--- config.mk ---
export PLATFORM = sky130hd
export DESIGN_NAME = hazard_forward_unit
export DESIGN_NICKNAME = d
export VERILOG_FILES = /design/src/rtl/hazard_forward_unit.sv
export SDC_FILE = /design/constraint.sdc
export NUM_CORES = 1
export LEC_CHECK = 0
export ABC_AREA = 1
export BUFFER_PORTS_ARGS = -buffer_cell sky130_fd_sc_hd__buf_2
export CAP_MARGIN = 0
export CORE_UTILIZATION = 40
export CTS_BUF_LIST = sky130_fd_sc_hd__clkbuf_16
export CTS_CLUSTER_SIZE = 10
export DETAILED_ROUTE_END_ITERATION = 10
export PLACE_DENSITY = 0.66
export SYNTH_ARGS = -nofsm -noshare
export SYNTH_HDL_FRONTEND = slang
export SYNTH_SLANG_ARGS = --single-unit
--- constraint.sdc ---
create_clock -name CLK -period 1.9 [get_ports CLK]
set_clock_uncertainty 0.2 [all_clocks]
set_input_delay 0.19 -clock CLK [delete_from_list [all_inputs] [get_ports CLK]]
set_output_delay 0.19 -clock CLK [all_outputs]
set_load 0.02 [all_outputs]
--- src/rtl/hazard_forward_unit.sv ---
// EX-stage operand forwarding, load-use and memory-wait hazard control.
// Forward selects are computed from IF/ID and registered into ID/EX.
module hazard_forward_unit #(
  parameter int REGW = 5,
  parameter int CNTW = 32
) (
  input  logic            CLK,
  input  logic            nRST,
  input  logic            ihit,
  input  logic            dhit,
  input  logic [REGW-1:0] ifid_rs,
  input  logic [REGW-1:0] ifid_rt,
  input  logic            ifid_use_rs,
  input  logic            ifid_use_rt,
  input  logic [REGW-1:0] idex_rd,
  input  logic            idex_regwrite,
  input  logic [1:0]      idex_wsel,
  input  logic [REGW-1:0] exmem_rd,
  input  logic            exmem_regwrite,
  input  logic            exmem_memop,
  input  logic            flush_req,
  output logic [2:0]      forwarda,
  output logic [2:0]      forwardb,
  output logic            pc_en,
  output logic            idex_en,
  output logic            idex_bubble,
  output logic            dwait,
  output logic [CNTW-1:0] stall_count
);

  localparam logic [2:0] FW_RF   = 3'b000;
  localparam logic [2:0] FW_ALU  = 3'b001;
  localparam logic [2:0] FW_WB   = 3'b010;
  localparam logic [2:0] FW_LUI  = 3'b011;
  localparam logic [2:0] FW_PASS = 3'b111;

  localparam logic [1:0] WS_ALU  = 2'd0;
  localparam logic [1:0] WS_LUI  = 2'd1;
  localparam logic [1:0] WS_PASS = 2'd2;
  localparam logic [1:0] WS_LOAD = 2'd3;

  typedef enum logic {RUN, DWAIT} state_t;

  state_t          state_q, state_d;
  logic [2:0]      fwda_q, fwda_d;
  logic [2:0]      fwdb_q, fwdb_d;
  logic [CNTW-1:0] cnt_q, cnt_d;

  logic       mem_wait;
  logic       load_use;
  logic [2:0] code_a;
  logic [2:0] code_b;

  // Most recent writer (ID/EX) wins over EX/MEM.
  function automatic logic [2:0] fwd_code(
    input logic [REGW-1:0] r,
    input logic            u,
    input logic [REGW-1:0] ex_rd,
    input logic            ex_we,
    input logic [1:0]      ex_ws,
    input logic [REGW-1:0] mem_rd,
    input logic            mem_we
  );
    logic [2:0] c;
    c = FW_RF;
    if (!u || r == '0) begin
      c = FW_RF;
    end else if (ex_we && ex_rd == r) begin
      case (ex_ws)
        WS_ALU:  c = FW_ALU;
        WS_LUI:  c = FW_LUI;
        WS_PASS: c = FW_PASS;
        default: c = FW_RF;
      endcase
    end else if (mem_we && mem_rd == r) begin
      c = FW_WB;
    end
    return c;
  endfunction

  always_comb begin
    mem_wait = exmem_memop & ~dhit;
    load_use = idex_regwrite & (idex_wsel == WS_LOAD)
             & (idex_rd != '0)
             & ((ifid_use_rs & (ifid_rs == idex_rd))
              | (ifid_use_rt & (ifid_rt == idex_rd)));
    code_a = fwd_code(ifid_rs, ifid_use_rs, idex_rd,
                      idex_regwrite, idex_wsel,
                      exmem_rd, exmem_regwrite);
    code_b = fwd_code(ifid_rt, ifid_use_rt, idex_rd,
                      idex_regwrite, idex_wsel,
                      exmem_rd, exmem_regwrite);
  end

  always_comb begin
    state_d     = state_q;
    fwda_d      = fwda_q;
    fwdb_d      = fwdb_q;
    pc_en       = 1'b1;
    idex_en     = 1'b1;
    idex_bubble = 1'b0;

    if (mem_wait) begin
      state_d = DWAIT;
    end else if (state_q == DWAIT && !dhit) begin
      state_d = DWAIT;
    end else begin
      state_d = RUN;
    end

    if (!nRST) begin
      pc_en   = 1'b0;
      idex_en = 1'b0;
    end else if (mem_wait) begin
      pc_en   = 1'b0;
      idex_en = 1'b0;
    end else if (!ihit) begin
      pc_en       = 1'b0;
      idex_bubble = 1'b1;
      fwda_d      = FW_RF;
      fwdb_d      = FW_RF;
    end else if (flush_req) begin
      idex_bubble = 1'b1;
      fwda_d      = FW_RF;
      fwdb_d      = FW_RF;
    end else if (load_use) begin
      pc_en       = 1'b0;
      idex_bubble = 1'b1;
      fwda_d      = FW_RF;
      fwdb_d      = FW_RF;
    end else begin
      fwda_d = code_a;
      fwdb_d = code_b;
    end

    cnt_d = cnt_q;
    if (!pc_en && cnt_q != '1) begin
      cnt_d = cnt_q + 1'b1;
    end
  end

  always_ff @(posedge CLK) begin
    if (!nRST) begin
      state_q <= RUN;
      fwda_q  <= FW_RF;
      fwdb_q  <= FW_RF;
      cnt_q   <= '0;
    end else begin
      state_q <= state_d;
      fwda_q  <= fwda_d;
      fwdb_q  <= fwdb_d;
      cnt_q   <= cnt_d;
    end
  end

  assign forwarda    = fwda_q;
  assign forwardb    = fwdb_q;
  assign dwait       = (state_q == DWAIT);
  assign stall_count = cnt_q;

endmodule
==> key figures, run 1 <==
Outcome
  • Outcome: complete, but fails checks
  • Failing checks: setup timing

Logic synthesis
  • Post-synthesis adder-cell area fraction: 1.82%
  • Post-synth EDFFs: 0
  • Cell Area, Synth: 0.00276 sq mm
  • Synth Area in XOR/XNOR: 9.53%
  • Post-synthesis register bit count: 39
  • Cell variety after synth: 27
  • YS warnings: 0
  • Syn nets: 484
  • Post-synth ARST share: 0%
  • Simple-gate share of the synthesized area: 41.5%
  • Main synth FF type: dfxtp_1
  • Post-Syn Instances: 448
  • Syn avg cell area: 6.15 sq um
  • Largest family of logic cells by synthesized area: simple AND/OR/NAND/NOR gates
  • Sequential share of the synthesized area: 28.3%
  • Synth Area in Compound Gates: 9.85%
  • Multiplexer share of the synthesized area: 0%

Cells and area
  • Area grow syn2layout: 44.3%
  • Commonest non-fill, non-tap cell in the layout: nand2_1
  • FF/Latch Area: 801 sq um
  • Antenna cells: 0
  • Most frequent cells in the layout: nand2_1, buf_2, nand3_1
  • Fill cells: 618
  • Layout Nets: 597
  • Area of the multi-input gates: 0.00197 sq mm
  • Layout cells sized above 1: 33.8%

Global routing
  • Pin count of the biggest net entering global routing: 32
  • Number of global-route vias before repair: 3107
  • Initial antenna violation count: 0
  • Gr ovfl total: 0
  • First-pass GRT wire length: 14000 microns
  • Gr usage total: 24.1%

Routing
  • Post-route ant nets: 0
  • Iter 0 DRT Violations: 221
  • Via Count: 3353
  • Post-DR vias/cell: 5.25
  • Routed len/inst: 13.7 microns
  • Total Routed Length: 8740 microns
  • First drt pass iteration count: 5
  • Remaining DRCs: 0

Floorplanning
  • FP Rows: 29
  • Initial core utilization: 42.4%
  • Chip Height: 85.0 microns
  • Ports: 74
  • Die area: 0.00723 sq mm
  • Overall die width: 85.0 microns
  • Core area: 0.00649 sq mm

Power
  • Worst-case vdd ir drop: 0.313 mV
  • P_leak: 1.90 nW
  • PwrDens: 527 mW/mm^2

Timing
  • Peak Freq: 525 MHz
  • Setup tns final: -0.00308 ns
  • Period Utilization, post-route: 100%
  • RSZ-0062 raised after global routing: true
  • Endpoints failing setup: 1
  • Final Slew Violations: 0
  • Final Hold Viols: 0
  • Relative slew slack: 61.4%
  • Slew @ Worst Pin: 0.575 ns
  • PnR worst setup slack: -0.00308 ns
  • Hold Slack: 0.00132 ns
  • Tmin final: 1.90 ns

Critical path
  • CP Capture Type: register
  • WS Path Type: register to register
  • Setup crit start kind: register
  • Crit Path Max Fanout: 6
  • Worst r2r path cells: 11
  • Setup slack, reg-to-reg: -0.003 ns
  • CP required: 1.91 ns
  • Arrival time worst endpoint: 1.92 ns

Flow run
  • Max Cap Viol: 0

Clocking
  • CTS buffer count: 5
  • Root Driver: clkbuf_16
  • Max clock buf depth: 2
  • # H-tree levels: 2
  • CTS tree: yes
  • Worst-path clk slew: 0.06 ns
  • Clock sinks: 39
  • Worst-skew pair later-pin latency: 0.29 ns

Min path
  • Worst Hold Depth: 3
  • Hold crit path type: primary input to register

Placed design
  • Gpl congestion: 0.960
  • Hpwl dp: 6540 microns
  • Number of I/O port buffers: 73
[per-stage QoR]
step	setup WS (ns)	util (%)	cells	power [mW]	cell area, sq um
after floorplan	-0.0622	-	448	0.992	2800
after global placement	-0.109	53.8	625	1.09	3500
after detailed placement	-0.102	53.8	625	1.09	3500
after CTS	-0.0000282	56.9	635	2.06	3700
after global routing	-0.128	61.3	639	2.17	3980
final	-0.00308	61.3	639	2.10	3980
[Yosys cell counts, types with 2 or more instances]
cell type	count	area [sq um]
nand4_1	13	81.3
nand3b_1	3	22.5
xnor2_1	12	105
inv_1	43	161
o211ai_1	2	15.0
a21oi_1	37	185
ha_1	4	50.1
nand3_1	46	230
nor3_1	16	80.1
o21ai_0	8	40.0
inv_2	5	18.8
nand2_1	129	484
dfxtp_1	39	781
nor2_1	48	180
buf_6	2	22.5
clkbuf_1	4	15.0
o22ai_1	5	31.3
xor2_1	18	158
buf_2	5	25.0
nor2_2	2	12.5
[worst max-delay path: stages (launching register included)]
cell and delay (ns):
dfxtp_2 0.38, nand2_1 0.12, inv_2 0.12, nand3_4 0.09
nor2_4 0.10, nand2_2 0.08, nor2_4 0.12, nand4_4 0.11
nand2_4 0.17, clkbuf_16 0.16, nand2_1 0.05, a21oi_1 0.14
[flip-flops by register name (all words and copies together) (netlist names)]
signal       cells
forwarda         3
dwait            1
forwardb         3
stall_count     32
[cells by family after synthesis]
kind of cell             count (synthesis)
flip-flops                              39
adder cells (fa/ha/maj)                  4
buffers and inverters                   60
AND/OR/NAND/NOR                        263
AO/OA/AOI/OAI                           52
XOR/XNOR                                30
[layout make-up]
type | instances | area share (%)
multi-input combinational | 349 | 49.4
tap | 77 | 2.42
clock inverter | 3 | 1.10
timing repair buffer | 118 | 19.2
inverter | 48 | 4.53
sequential | 39 | 20.1
clock buffer | 5 | 3.14
[path summary, 6_finish.rpt]
check	start	end
worst min-delay path	nRST	stall_count[0]
worst max-delay path	stall_count[4]	stall_count[23]
worst min register to register	forwardb[2]	forwardb[2]
worst max register to register	stall_count[4]	stall_count[23]
[report_power, final]
part | switching, mW | internal [mW] | total [mW]
clock network | 0.362 | 0.620 | 0.981
registers | 0.0123 | 0.824 | 0.836
logic | 0.165 | 0.115 | 0.280
[routing by layer]
metal | vias to the layer above | global-route usage [%] | wire length [microns]
li1 | 1684 | - | -
met1 | 1538 | 30.1 | 3890
met2 | 114 | 41.6 | 4190
met3 | 17 | 4.86 | 446
met4 | 0 | 7.86 | 209
met5 | - | 0 | 0
[what timing repair did]
item | 4_1_cts | 5_1_grt
hold endpoints to repair | 1 | 0
setup buffers | 0 | 3
endpoints found under the setup margin | 17 | 33
resized for setup | 5 | 63
pin swaps | 0 | 13
cloned | 0 | 1
hold buffers | 2 | 0
Power figures use the tool's default switching activity.
==> inputs of run 2 (changes only) <==
Settings changed: PLACE_DENSITY 0.66 to 0.63.
Clock period 1.9 ns to 1.8 ns, I/O delays scaled along.
==> key figures, run 2 (synthesized netlist as in run 1, its figures left out) <==
Outcome
  • Outcome: complete, but fails checks (unchanged)
  • Failing checks: setup timing (unchanged)

Power
  • Switching Fraction: 27.9% (was 25.7%)
  • Worst-case vdd ir drop: 0.465 mV (was 0.313 mV)
  • P_leak: 2.07 nW (was 1.90 nW)
  • Total power: 2.14 mW (was 2.10 mW)
  • Combinational share of power: 16.1% (was 13.3%)
  • PwrDens: 500 mW/mm^2 (was 527 mW/mm^2)
  • Psw: 0.597 mW (was 0.539 mW)
  • Cell-internal power: 1.54 mW (was 1.56 mW)
  • Clock group share of total power: 42.9% (was 46.8%)
  • Flop pwr share: 41.0% (was 39.9%)

Critical path
  • Arrival time worst endpoint: 2.04 ns (was 1.92 ns)
  • Crit-path slowest cell: dfxtp_4 (was dfxtp_2)
  • CP Capture Type: register (unchanged)
  • WS Path Type: register to register (unchanged)
  • CP required: 1.82 ns (was 1.91 ns)
  • Crit Path Max Fanout: 7 (was 6)
  • Worst path max stage delay: 0.36 ns (was 0.38 ns)
  • Ordered list of cells on the worst path: ha_4 > nand2_4 > inv_2 > nand3_4 > nor2_4 > nand2_2 > nor2_4 > nand4_4 > buf_6 > nand2_8 > buf_8 > nand2_1 > a21oi_1 (was nand2_1 > inv_2 > nand3_4 > nor2_4 > nand2_2 > nor2_4 > nand4_4 > nand2_4 > clkbuf_16 > nand2_1 > a21oi_1)
  • Setup crit start kind: register (unchanged)
  • Most used cell, CP: nor2_4

Cells and area
  • Antenna cells: 0 (unchanged)
  • Most frequent cells in the layout: nand2_1, buf_2, buf_4 (was nand2_1, buf_2, nand3_1)
  • Area of the multi-input gates: 0.00194 sq mm (was 0.00197 sq mm)
  • Fill cells: 592 (was 618)
  • Area grow syn2layout: 55.5% (was 44.3%)
  • Commonest non-fill, non-tap cell in the layout: nand2_1 (unchanged)
  • FF/Latch Area: 798 sq um (was 801 sq um)
  • Max reg flops: 32 (unchanged)
  • Final Util: 66.0% (was 61.3%)
  • Finished Cell Area: 0.00429 sq mm (was 0.00398 sq mm)
  • Layout cells sized above 1: 36.6% (was 33.8%)
  • Layout Nets: 633 (was 597)
  • Post-Layout Cell Count: 675 (was 639)

Routing
  • Post-DR vias/cell: 5.14 (was 5.25)
  • Remaining DRCs: 0 (unchanged)
  • Routed len/inst: 14.2 microns (was 13.7 microns)
  • Total Routed Length: 9590 microns (was 8740 microns)
  • Via Count: 3472 (was 3353)
  • Iter 0 DRT Violations: 246 (was 221)
  • Post-route ant nets: 0 (unchanged)
  • First drt pass iteration count: 4 (was 5)

Global routing
  • Met1 Resource Use GR: 32.3% (was 30.1%)
  • Number of global-route vias before repair: 3350 (was 3107)
  • GRT Max-Usage Layer: met2 (unchanged)
  • Gr usage total: 26.5% (was 24.1%)
  • GR Layer Usage met3: 5.16% (was 4.86%)
  • Met2 GRT Util: 45.9% (was 41.6%)
  • First-pass GRT wire length: 15400 microns (was 14000 microns)
  • Initial antenna violation count: 0 (unchanged)
  • Pin count of the biggest net entering global routing: 32 (unchanged)
  • Gr ovfl total: 0 (unchanged)

Clocking
  • CTS buffer count: 5 (unchanged)
  • Max clock buf depth: 2 (unchanged)
  • Root Driver: clkbuf_16 (unchanged)
  • CTS tree: yes (unchanged)
  • Worst-skew pair later-pin latency: 0.29 ns (about the same)
  • Worst-path clk slew: 0.06 ns (about the same)
  • Clock sinks: 39 (unchanged)
  • # H-tree levels: 2 (unchanged)

Timing
  • Relative slew slack: 73.7% (was 61.4%)
  • Endpoints failing setup: 32 (was 1)
  • Period Utilization, post-route: 112% (was 100%)
  • Final Hold Viols: 0 (unchanged)
  • Tmin final: 2.02 ns (was 1.90 ns)
  • Hold Slack: 0.0294 ns (was 0.00132 ns)
  • PnR worst setup slack: -0.224 ns (was -0.00308 ns)
  • RSZ-0062 raised after global routing: true (unchanged)
  • Slew @ Worst Pin: 0.391 ns (was 0.575 ns)
  • Peak Freq: 494 MHz (was 525 MHz)
  • Setup tns final: -6.09 ns (was -0.00308 ns)
  • Final Slew Violations: 0 (unchanged)

Floorplanning
  • Ports: 74 (unchanged)
  • Initial core utilization: 42.4% (unchanged)
  • Overall die width: 85.0 microns (unchanged)
  • Die area: 0.00723 sq mm (unchanged)
  • FP Rows: 29 (unchanged)
  • Chip Height: 85.0 microns (unchanged)
  • Core area: 0.00649 sq mm (unchanged)

Placed design
  • Hpwl dp: 6880 microns (was 6540 microns)
  • Gpl congestion: 0.937 (was 0.960)
  • Placed Instances: 652 (was 625)
  • Dpl ws: -0.141 ns (was -0.102 ns)
  • Placed Area: 0.00373 sq mm (was 0.00350 sq mm)
  • Number of I/O port buffers: 73 (unchanged)

Flow run
  • Max Cap Viol: 0 (unchanged)

Min path
  • Hold crit path type: primary input to register (unchanged)
run 2: final cells by class:
cell class	count	area share, %
clock inverters	3	0.555
inverters	48	4.20
multi-input cells	349	45.3
flip-flops and latches	39	18.6
well taps	77	2.25
clock buffers	5	2.92
repair buffers	154	26.1
run 2: worst paths after layout:
check	slack (ns)	from	to	cells past startpoint
worst min register to register	0.26	forwardb[1]	forwardb[1]	2
worst max register to register	-0.22	stall_count[0]	stall_count[31]	13
worst max-delay path	-0.22	stall_count[0]	stall_count[31]	13
worst min-delay path	0.03	dhit	forwardb[1]	4
run 2: metal layers:
| metal | wire [microns] | share of wire (%) |
|---|---|---|
| met4 | 236 | 2.5 |
| met1 | 4050 | 42 |
| met3 | 593 | 6.2 |
| met2 | 4710 | 49 |
| met5 | 0 | 0 |
run 2: timing repair:
item / CTS / global route
gates resized for setup: 25 / 39
setup endpoints to repair: 30 / 34
cloned: 3 / 1
pin swaps: 8 / 22
hold endpoints to repair: 1 / 0
hold buffers: 2 / 0
setup buffers: 8 / 4
run 2: power by group through the flow:
stage               Combinational, mW  Clock (mW)  Sequential, mW
finish                          0.345       0.919           0.877
global placement                0.275           0           0.901
detailed placement              0.278           0           0.902
global route                    0.378       0.961           0.878
floorplan                       0.138           0           0.911
CTS                             0.329       0.925           0.877
run 2: critical path, delay by kind of cell (launching register included):
family / cells / cell delay, ns
buffers and inverters: 3 / 0.37
DFF: 1 / 0.36
adders and majority gates: 1 / 0.15
AOI/OAI and AO/OA: 1 / 0.11
and+or+nand+nor: 8 / 0.78
==> inputs of run 3 (changes only) <==
Settings changed: SKIP_CTS_REPAIR_TIMING from default to 1.
==> key figures, run 3 (synthesized netlist as in run 1, its figures left out) <==
Outcome
  • Outcome: complete, but fails checks (unchanged)
  • Failing checks: hold timing, setup timing (was setup timing)

Floorplanning
  • Core area: 0.00649 sq mm (unchanged)
  • Ports: 74 (unchanged)
  • Initial core utilization: 42.4% (unchanged)
  • FP Rows: 29 (unchanged)
  • Die area: 0.00723 sq mm (unchanged)
  • Overall die width: 85.0 microns (unchanged)
  • Chip Height: 85.0 microns (unchanged)

Clocking
  • Worst-skew pair later-pin latency: 0.28 ns (was 0.29 ns)
  • # H-tree levels: 2 (unchanged)
  • Root Driver: clkbuf_16 (unchanged)
  • CTS tree: yes (unchanged)
  • Worst-path clk slew: 0.06 ns (about the same)
  • Max clock buf depth: 2 (unchanged)
  • Clock sinks: 39 (unchanged)
  • CTS buffer count: 5 (unchanged)

Power
  • Flop pwr share: 42.0% (was 41.0%)
  • Cell-internal power: 1.52 mW (was 1.54 mW)
  • Switching Fraction: 27.5% (was 27.9%)
  • PwrDens: 513 mW/mm^2 (was 500 mW/mm^2)
  • Psw: 0.578 mW (was 0.597 mW)
  • Clock group share of total power: 43.3% (was 42.9%)
  • Worst-case vdd ir drop: 0.462 mV (was 0.465 mV)
  • P_leak: 1.98 nW (was 2.07 nW)
  • Combinational share of power: 14.7% (was 16.1%)

Timing
  • Final Hold Viols: 1 (was 0)
  • Setup tns final: -3.33 ns (was -6.09 ns)
  • PnR worst setup slack: -0.144 ns (was -0.224 ns)
  • Slew @ Worst Pin: 0.397 ns (was 0.391 ns)
  • Tmin final: 1.94 ns (was 2.02 ns)
  • Peak Freq: 514 MHz (was 494 MHz)
  • Endpoints failing setup: 32 (unchanged)
  • RSZ-0062 raised after global routing: true (unchanged)
  • Hold Slack: -0.0195 ns (was 0.0294 ns)
  • Relative slew slack: 73.5% (was 73.7%)
  • Final Slew Violations: 0 (unchanged)
  • Period Utilization, post-route: 108% (was 112%)

Flow run
  • Max Cap Viol: 0 (unchanged)

Routing
  • Remaining DRCs: 0 (unchanged)
  • First drt pass iteration count: 4 (unchanged)
  • Routed len/inst: 13.7 microns (was 14.2 microns)
  • Post-route ant nets: 0 (unchanged)
  • Post-DR vias/cell: 5.11 (was 5.14)
  • Via Count: 3406 (was 3472)
  • Iter 0 DRT Violations: 174 (was 246)
  • Total Routed Length: 9150 microns (was 9590 microns)

Cells and area
  • Post-Layout Cell Count: 666 (was 675)
  • Most frequent cells in the layout: nand2_1, buf_2, buf_4 (unchanged)
  • Antenna cells: 0 (unchanged)
  • Layout cells sized above 1: 33.8% (was 36.6%)
  • Max reg flops: 32 (unchanged)
  • Commonest non-fill, non-tap cell in the layout: nand2_1 (unchanged)
  • Area grow syn2layout: 48.6% (was 55.5%)
  • Layout Nets: 624 (was 633)
  • Fill cells: 620 (was 592)
  • Final Util: 63.1% (was 66.0%)

Global routing
  • Initial antenna violation count: 0 (unchanged)
  • Number of global-route vias before repair: 3185 (was 3350)
  • Pin count of the biggest net entering global routing: 32 (unchanged)
  • First-pass GRT wire length: 14500 microns (was 15400 microns)
  • Gr usage total: 25.0% (was 26.5%)
  • Gr ovfl total: 0 (unchanged)

Critical path
  • WS Path Type: register to register (unchanged)
  • Setup crit start kind: register (unchanged)
  • CP Capture Type: register (unchanged)
  • Arrival time worst endpoint: 1.95 ns (was 2.04 ns)
  • Crit Path Max Fanout: 6 (was 7)
  • CP required: 1.81 ns (was 1.82 ns)

Placed design
  • Gpl congestion: 0.937 (unchanged)
  • Number of I/O port buffers: 73 (unchanged)
  • Hpwl dp: 6880 microns (unchanged)
  • Placed Instances: 652 (unchanged)
  • Dpl ws: -0.141 ns (unchanged)

Min path
  • Hold crit path type: primary input to register (unchanged)
[run 3: cell types whose count changed in the layout (fill, tap and decap cells not counted), sizes merged]
cell / before / now
buf: 151 / 142
clkbuf: 6 / 7
dlygate4sd3: 2 / 1
[run 3: stage by stage]
stage	instance area, sq um	power (mW)
final	4100	2.10
after global routing	4100	2.19
after CTS	3870	2.09
after detailed placement	3730	1.18
after global placement	3730	1.18
after floorplan	2800	1.05
[run 3: path summary, 6_finish.rpt]
kind / start / endpoint / slack [ns] / depth (start not counted)
setup reg to reg: stall_count[0] / stall_count[16] / -0.14 / 12
hold / removal: exmem_memop / dwait / -0.02 / 3
setup / recovery: stall_count[0] / stall_count[16] / -0.14 / 12
hold reg to reg: forwardb[1] / forwardb[1] / 0.26 / 2
[run 3: power by group through the flow]
stage               Clock (mW)  Combinational, mW  Sequential (mW)
global route             0.963              0.341            0.884
detailed placement           0              0.278            0.902
finish                   0.910              0.309            0.883
floorplan                    0              0.138            0.911
CTS                      0.926              0.279            0.883
global placement             0              0.275            0.901
[run 3: metal layers]
layer	GRT usage (%)	vias to the layer above	share of wire [%]
met5	0	-	0
met4	6.93	0	2.1
met3	4.18	20	5.7
met2	44.4	108	48
met1	31.2	1541	44
li1	-	1737	-
[run 3: layout make-up]
class	count	area, sq um	area share, %
clock inverters	3	23.8	0.581
multi-input cells	349	1890	46.2
inverters	48	180	4.40
clock buffers	5	125	3.06
repair buffers	145	982	24.0
flip-flops and latches	39	795	19.4
well taps	77	96.3	2.35
[run 3: worst max-delay path: stages (launching register included)]
cell	delay, ns
dfxtp_4	0.39
ha_4	0.15
nand2_4	0.04
inv_2	0.06
nand3_4	0.07
nor2_4	0.11
nand2_2	0.08
nor2_4	0.13
nand4_4	0.12
nand2_4	0.18
clkbuf_16	0.17
nand2_1	0.05
a21oi_1	0.13
